## config.mk

```make
export PLATFORM = sky130hd
export DESIGN_NAME = row_scan_decoder
export DESIGN_NICKNAME = d
export VERILOG_FILES = /design/src/rtl/row_scan_decoder.sv
export SDC_FILE = /design/constraint.sdc
export NUM_CORES = 1
export LEC_CHECK = 0
export CAP_MARGIN = 20
export CELL_PAD_IN_SITES_DETAIL_PLACEMENT = 2
export CELL_PAD_IN_SITES_GLOBAL_PLACEMENT = 2
export CORE_ASPECT_RATIO = 0.9
export CORE_MARGIN = 1.5
export CORE_UTILIZATION = 25
export DETAILED_ROUTE_END_ITERATION = 16
export GPL_TIMING_DRIVEN = 1
export PLACE_DENSITY = 0.72
export REMOVE_ABC_BUFFERS = 1
export SYNTH_ARGS = -nofsm -noshare
export SYNTH_HDL_FRONTEND = slang
export SYNTH_SLANG_ARGS = --single-unit
export TNS_END_PERCENT = 10
```

## constraint.sdc

```tcl
create_clock -name clk_i -period 2.19 [get_ports clk_i]
set_input_delay 0.219 -clock clk_i [delete_from_list [all_inputs] [get_ports clk_i]]
set_output_delay 0.219 -clock clk_i [all_outputs]
set_load 0.01 [all_outputs]
```

## src/rtl/row_scan_decoder.sv

```systemverilog
// row_scan_decoder: time-multiplexed one-hot LED row driver with anti-ghost blanking, hold and manual row select
`ifndef ROW_NUM
`define ROW_NUM 8
`endif
module row_scan_decoder #(
   parameter int ROW_NUM     = `ROW_NUM,
   parameter int SEL_W       = $clog2(ROW_NUM),
   parameter bit ACTIVE_HIGH = 1'b1,
   parameter int DWELL_CYC   = 1000,
   parameter int BLANK_CYC   = 8
) (
   input  logic               clk_i,
   input  logic               rst_n_i,
   input  logic               en_i,
   input  logic               mode_i,
   input  logic [SEL_W-1:0]   sel_i,
   input  logic               hold_i,
   output logic [ROW_NUM-1:0] row_o,
   output logic [SEL_W-1:0]   row_idx_o,
   output logic               row_done_o,
   output logic               frame_start_o,
   output logic               err_o
);
   localparam int MAX_CYC = DWELL_CYC > BLANK_CYC ? DWELL_CYC : BLANK_CYC;
   localparam int CNT_W = $clog2(MAX_CYC + 1);
   localparam logic [CNT_W-1:0] DWELL_LAST = CNT_W'(DWELL_CYC - 1);
   localparam logic [CNT_W-1:0] BLANK_LAST = CNT_W'(BLANK_CYC > 0 ? BLANK_CYC - 1 : 0);
   localparam logic [ROW_NUM-1:0] INACT = ACTIVE_HIGH ? '0 : '1;
   localparam logic [SEL_W-1:0] IDX_LAST = SEL_W'(ROW_NUM - 1);

   typedef enum logic [1:0] {IDLE, BLANK, DRIVE} state_t;

   state_t             state_q, state_d;
   logic [CNT_W-1:0]   cnt_q, cnt_d;
   logic [SEL_W-1:0]   idx_q, idx_d;
   logic [ROW_NUM-1:0] row_q, row_d;
   logic               manual_q, manual_d;
   logic               fs_q, fs_d;
   logic               err_q, err_d;
   logic               drive_end, blank_end, enter_drive, sel_ok;
   logic [SEL_W-1:0]   base_idx, new_idx;

   // a row finishes only when its dwell count is reached and it is not frozen
   assign drive_end   = (state_q == DRIVE) && !hold_i && (cnt_q == DWELL_LAST);
   assign blank_end   = (state_q == BLANK) && (cnt_q == BLANK_LAST);
   // with no blanking, a row is entered straight from IDLE or from the previous row
   assign enter_drive = en_i && (blank_end || ((BLANK_CYC == 0) && ((state_q == IDLE) || drive_end)));
   assign sel_ok      = int'(sel_i) < ROW_NUM;
   // auto mode advances the index as the row ends, so the following row uses the advanced value
   assign base_idx    = (drive_end && !manual_q) ? ((idx_q == IDX_LAST) ? '0 : idx_q + SEL_W'(1)) : idx_q;
   assign new_idx     = mode_i ? sel_i : base_idx;

   // state register: every output-facing flop clears asynchronously so rows go dark at once
   always_ff @(posedge clk_i or negedge rst_n_i) begin
      if (!rst_n_i) begin
         state_q  <= IDLE;
         cnt_q    <= '0;
         idx_q    <= '0;
         row_q    <= INACT;
         manual_q <= 1'b0;
         fs_q     <= 1'b0;
         err_q    <= 1'b0;
      end else begin
         state_q  <= state_d;
         cnt_q    <= cnt_d;
         idx_q    <= idx_d;
         row_q    <= row_d;
         manual_q <= manual_d;
         fs_q     <= fs_d;
         err_q    <= err_d;
      end
   end

   // next state and cycle counter: disable wins, then row entry, then per-state sequencing
   always_comb begin
      state_d = state_q;
      cnt_d   = cnt_q;
      if (!en_i) begin
         state_d = IDLE;
         cnt_d   = '0;
      end else if (enter_drive) begin
         state_d = DRIVE;
         cnt_d   = '0;
      end else begin
         case (state_q)
            IDLE: begin
               state_d = BLANK;
               cnt_d   = '0;
            end
            BLANK: cnt_d = cnt_q + CNT_W'(1);
            DRIVE: begin
               if (drive_end) begin
                  state_d = BLANK;
                  cnt_d   = '0;
               end else if (!hold_i) begin
                  cnt_d = cnt_q + CNT_W'(1);
               end
            end
            default: begin
               state_d = IDLE;
               cnt_d   = '0;
            end
         endcase
      end
   end

   // registered outputs: row pattern, index, mode latch and the entry pulses
   always_comb begin
      idx_d    = idx_q;
      manual_d = manual_q;
      row_d    = (state_q == DRIVE) ? row_q : INACT;
      fs_d     = 1'b0;
      err_d    = 1'b0;
      if (!en_i) begin
         idx_d = '0;
         row_d = INACT;
      end else if (enter_drive) begin
         manual_d = mode_i;
         if (mode_i && !sel_ok) begin
            idx_d = base_idx;
            row_d = INACT;
            err_d = 1'b1;
         end else begin
            idx_d = new_idx;
            row_d = (ROW_NUM'(1) << new_idx) ^ INACT;
            fs_d  = !mode_i && (base_idx == '0);
         end
      end else if (drive_end) begin
         idx_d = base_idx;
         row_d = INACT;
      end
   end

   assign row_o         = row_q;
   assign row_idx_o     = idx_q;
   assign row_done_o    = en_i && drive_end;
   assign frame_start_o = fs_q;
   assign err_o         = err_q;
endmodule

```

==> out/summary.txt <==
worst hold path class - input pin to asynchronous set/reset pin
cell count of the worst reg-to-reg path - 8
FF-to-FF End - row_idx_o[0]$_DFFE_PN0P_
initial core utilization - 0.263
failing checks - design-rule violations
area of the die - 6540 µm²
Worst VDD drop - 0.201 mV
synthesized cell area - 1520 µm²
clk sink count - 25
area leader, netlist - dfrtp_1
reg2reg start - state_q[0]$_DFFE_PN0P_
reg2reg setup slack - 0.13 ns
grt met3 use - 0.0312
status - complete, but fails checks
# port buffers - 20
Vias/cell - 5.10
Setup TNS - 0 ns
WL/cell - 16.7 µm
met2 usage - 0.244
Top Usage Layer GRT - met2
share of cells above drive strength 1 - 0.190
Crit path arrival time - 2.23 ns
Post-synth EDFFs - 0
routability cong. - 0.753
crit path max fanout - 7
distinct cell type count after synthesis - 51
count leader, synth - dfrtp_1
Lkg Pwr - 0.839 nW
# IOs - 22
Post-CTS Repair Setup Buffers - 0
DRC - 3
row cnt - 26
Final Hold Fails - 0
nets - 198
Area Growth Syn to Fin - 27.3%
Pwr Density - 442 nW/µm²
final WL - 4250 µm
Remaining Overflow, GRT - 0
Sequential Area - 626 µm²
Clock Skew - 0.00603 ns
Synth area leaders - dfrtp_1, nor2_1, ha_1
f_max - 0.485 GHz
Async S/R FF share, synth - 1.00
Max H-tree Level - 1
critical path startpoint - state_q[0]$_DFFE_PN0P_
Crit Path Category - flip-flop to flip-flop
Synth Flop Type - dfrtp_1
Vias - 1295
largest net degree at the start of global routing - 26
DP HPWL - 3330 µm
met1 Usage GRT - 0.172
TritonCTS clock tree - yes
Multi-input gate area - 841 µm²
worst setup path endpoint - row_idx_o[0]$_DFFE_PN0P_
clock buffer depth - 2
fin crit period - 2.06 ns
Reg clk slew, reported paths - 0.10 ns
Ys Warns - 0
Cells after Synth - 150
Max Slew Vio Count - 0
synth cell count leaders - dfrtp_1, nor2_1, nand2_1
Core ar. - 5760 µm²
Die H - 76.9 µm
fin crit share - 0.942
maxcap violations - 0
syn avg cell area - 10.1 µm²
hold buffer count at CTS - 0
Final ANT Viol Nets - 0
Critical Path RT - 2.36 ns
initial DRC count - 21
fillers - 640
Worst Setup Start Kind - flip-flop
first-pass GRT wire length - 7230 µm
CTS buffer count - 3
root buffer cell - clkbuf_8
initial antenna violation count - 0
flops & latches, synth - 25
sequential share of the synthesized area - 0.413
gr usage total - 0.139
first drt pass iteration count - 10
Hold Slack - 0.315 ns
Crit. End Element - flip-flop
Antenna Cells - 0
Die W - 85.1 µm
Clk Latency, worst-skew pair - 0.27 ns
number of global-route vias before repair - 1447
area share of the largest cell type after synthesis - 0.413
endpoints failing setup - 0
## timing repair
action	4_1_cts	5_1_grt
gates resized for setup	4	3
pin swaps	0	1
setup endpoints to repair	1	14
gates cloned	0	0
## how the worst min path moves through the flow
stage | cells after the start | end | slack (ns) | from
global placement | 2 | cnt_q[1]$_DFFE_PN0P_ | 0.48 | cnt_q[1]$_DFFE_PN0P_
global route | 2 | frame_start_o$_DFF_PN0_ | 0.34 | rst_n_i
detailed placement | 1 | row_o[1]$_DFFE_PN0P_ | 0.49 | row_o[1]$_DFFE_PN0P_
finish | 2 | manual_q$_DFFE_PN0P_ | 0.32 | rst_n_i
CTS | 2 | frame_start_o$_DFF_PN0_ | 0.32 | rst_n_i
floorplan | 0 | cnt_q[0]$_DFFE_PN0P_ | -0.08 | rst_n_i
## state kept, by name, summed over array words and instances, names as in the netlist
name / count
row_o: 8
manual_q: 1
frame_start_o: 1
cnt_q: 10
row_idx_o: 3
state_q: 2
## critical path: stages, from the launching register on
cell      delay (ns)
dfrtp_1         0.39
inv_1           0.09
ha_1            0.23
nand3b_4        0.13
buf_4           0.17
o41ai_4         0.35
a31oi_2         0.16
mux2_2          0.28
and2_1          0.16
## per-layer routing
layer,up-vias,part of all wire
li1,618,-
met1,655,0.45
met2,17,0.51
met3,5,0.031
met4,0,0.016
met5,-,0
## layout make-up
type                    instances  share of cell area
clock buffers                   3              0.0214
clock inverters                 1             0.00259
inverters                       5             0.00972
multi-input cells             115               0.436
flip-flops and latches         25               0.324
well taps                      70              0.0454
repair buffers                 35               0.161
## where the power goes
part           internal [mW]  switching, mW
clock network          0.127          0.157
logic                 0.0430         0.0577
registers              0.466        0.00303
total                  0.636          0.218
## per-stage QoR
stage,instances,power (mW),instance area (µm²),worst slack (ns),utilization
2_1_floorplan,145,0.525,1450,0.319,-
3_3_place_gp,250,0.570,1850,0.0485,0.322
3_5_place_dp,250,0.574,1850,-0.0475,0.322
4_1_cts,254,0.870,1910,0.0931,0.332
5_1_grt,254,0.903,1930,-0.00674,0.335
6_report,254,0.854,1930,0.128,0.335
## cells by family (layout without fill, tap and decap cells)
family	count (synthesis)	after routing	share of synthesized area
AOI/OAI and AO/OA	33	33	0.177
DFF	25	25	0.413
muxes	3	3	0.0215
xor gates and xnor gates	7	7	0.0404
buffers and inverters	10	44	0.0536
other	1	1	0.00247
adders and majority gates	5	5	0.0413
and+or+nand+nor	66	66	0.251
## cells in the final DEF (no fill, tap or decap), drive strengths merged, types with 2 or more instances in the layout
| cell | count |
|---|---|
| o21ai | 9 |
| a32o | 2 |
| and2 | 5 |
| inv | 5 |
| a31oi | 2 |
| xor2 | 3 |
| clkdlybuf4s50 | 19 |
| a21oi | 2 |
| xnor2 | 4 |
| nand4 | 6 |
| o2bb2ai | 2 |
| nand2b | 2 |
| buf | 15 |
| o41ai | 2 |
| nand2 | 10 |
| nand3 | 3 |
| nor2 | 20 |
| nand3b | 2 |
| nor4 | 4 |
| ha | 5 |
| clkbuf | 3 |
| a22oi | 2 |
| nor3 | 4 |
| mux2 | 2 |
| dfrtp | 25 |
| nor2b | 3 |
| a22o | 4 |
No activity file was read; power rests on OpenSTA's default activity.
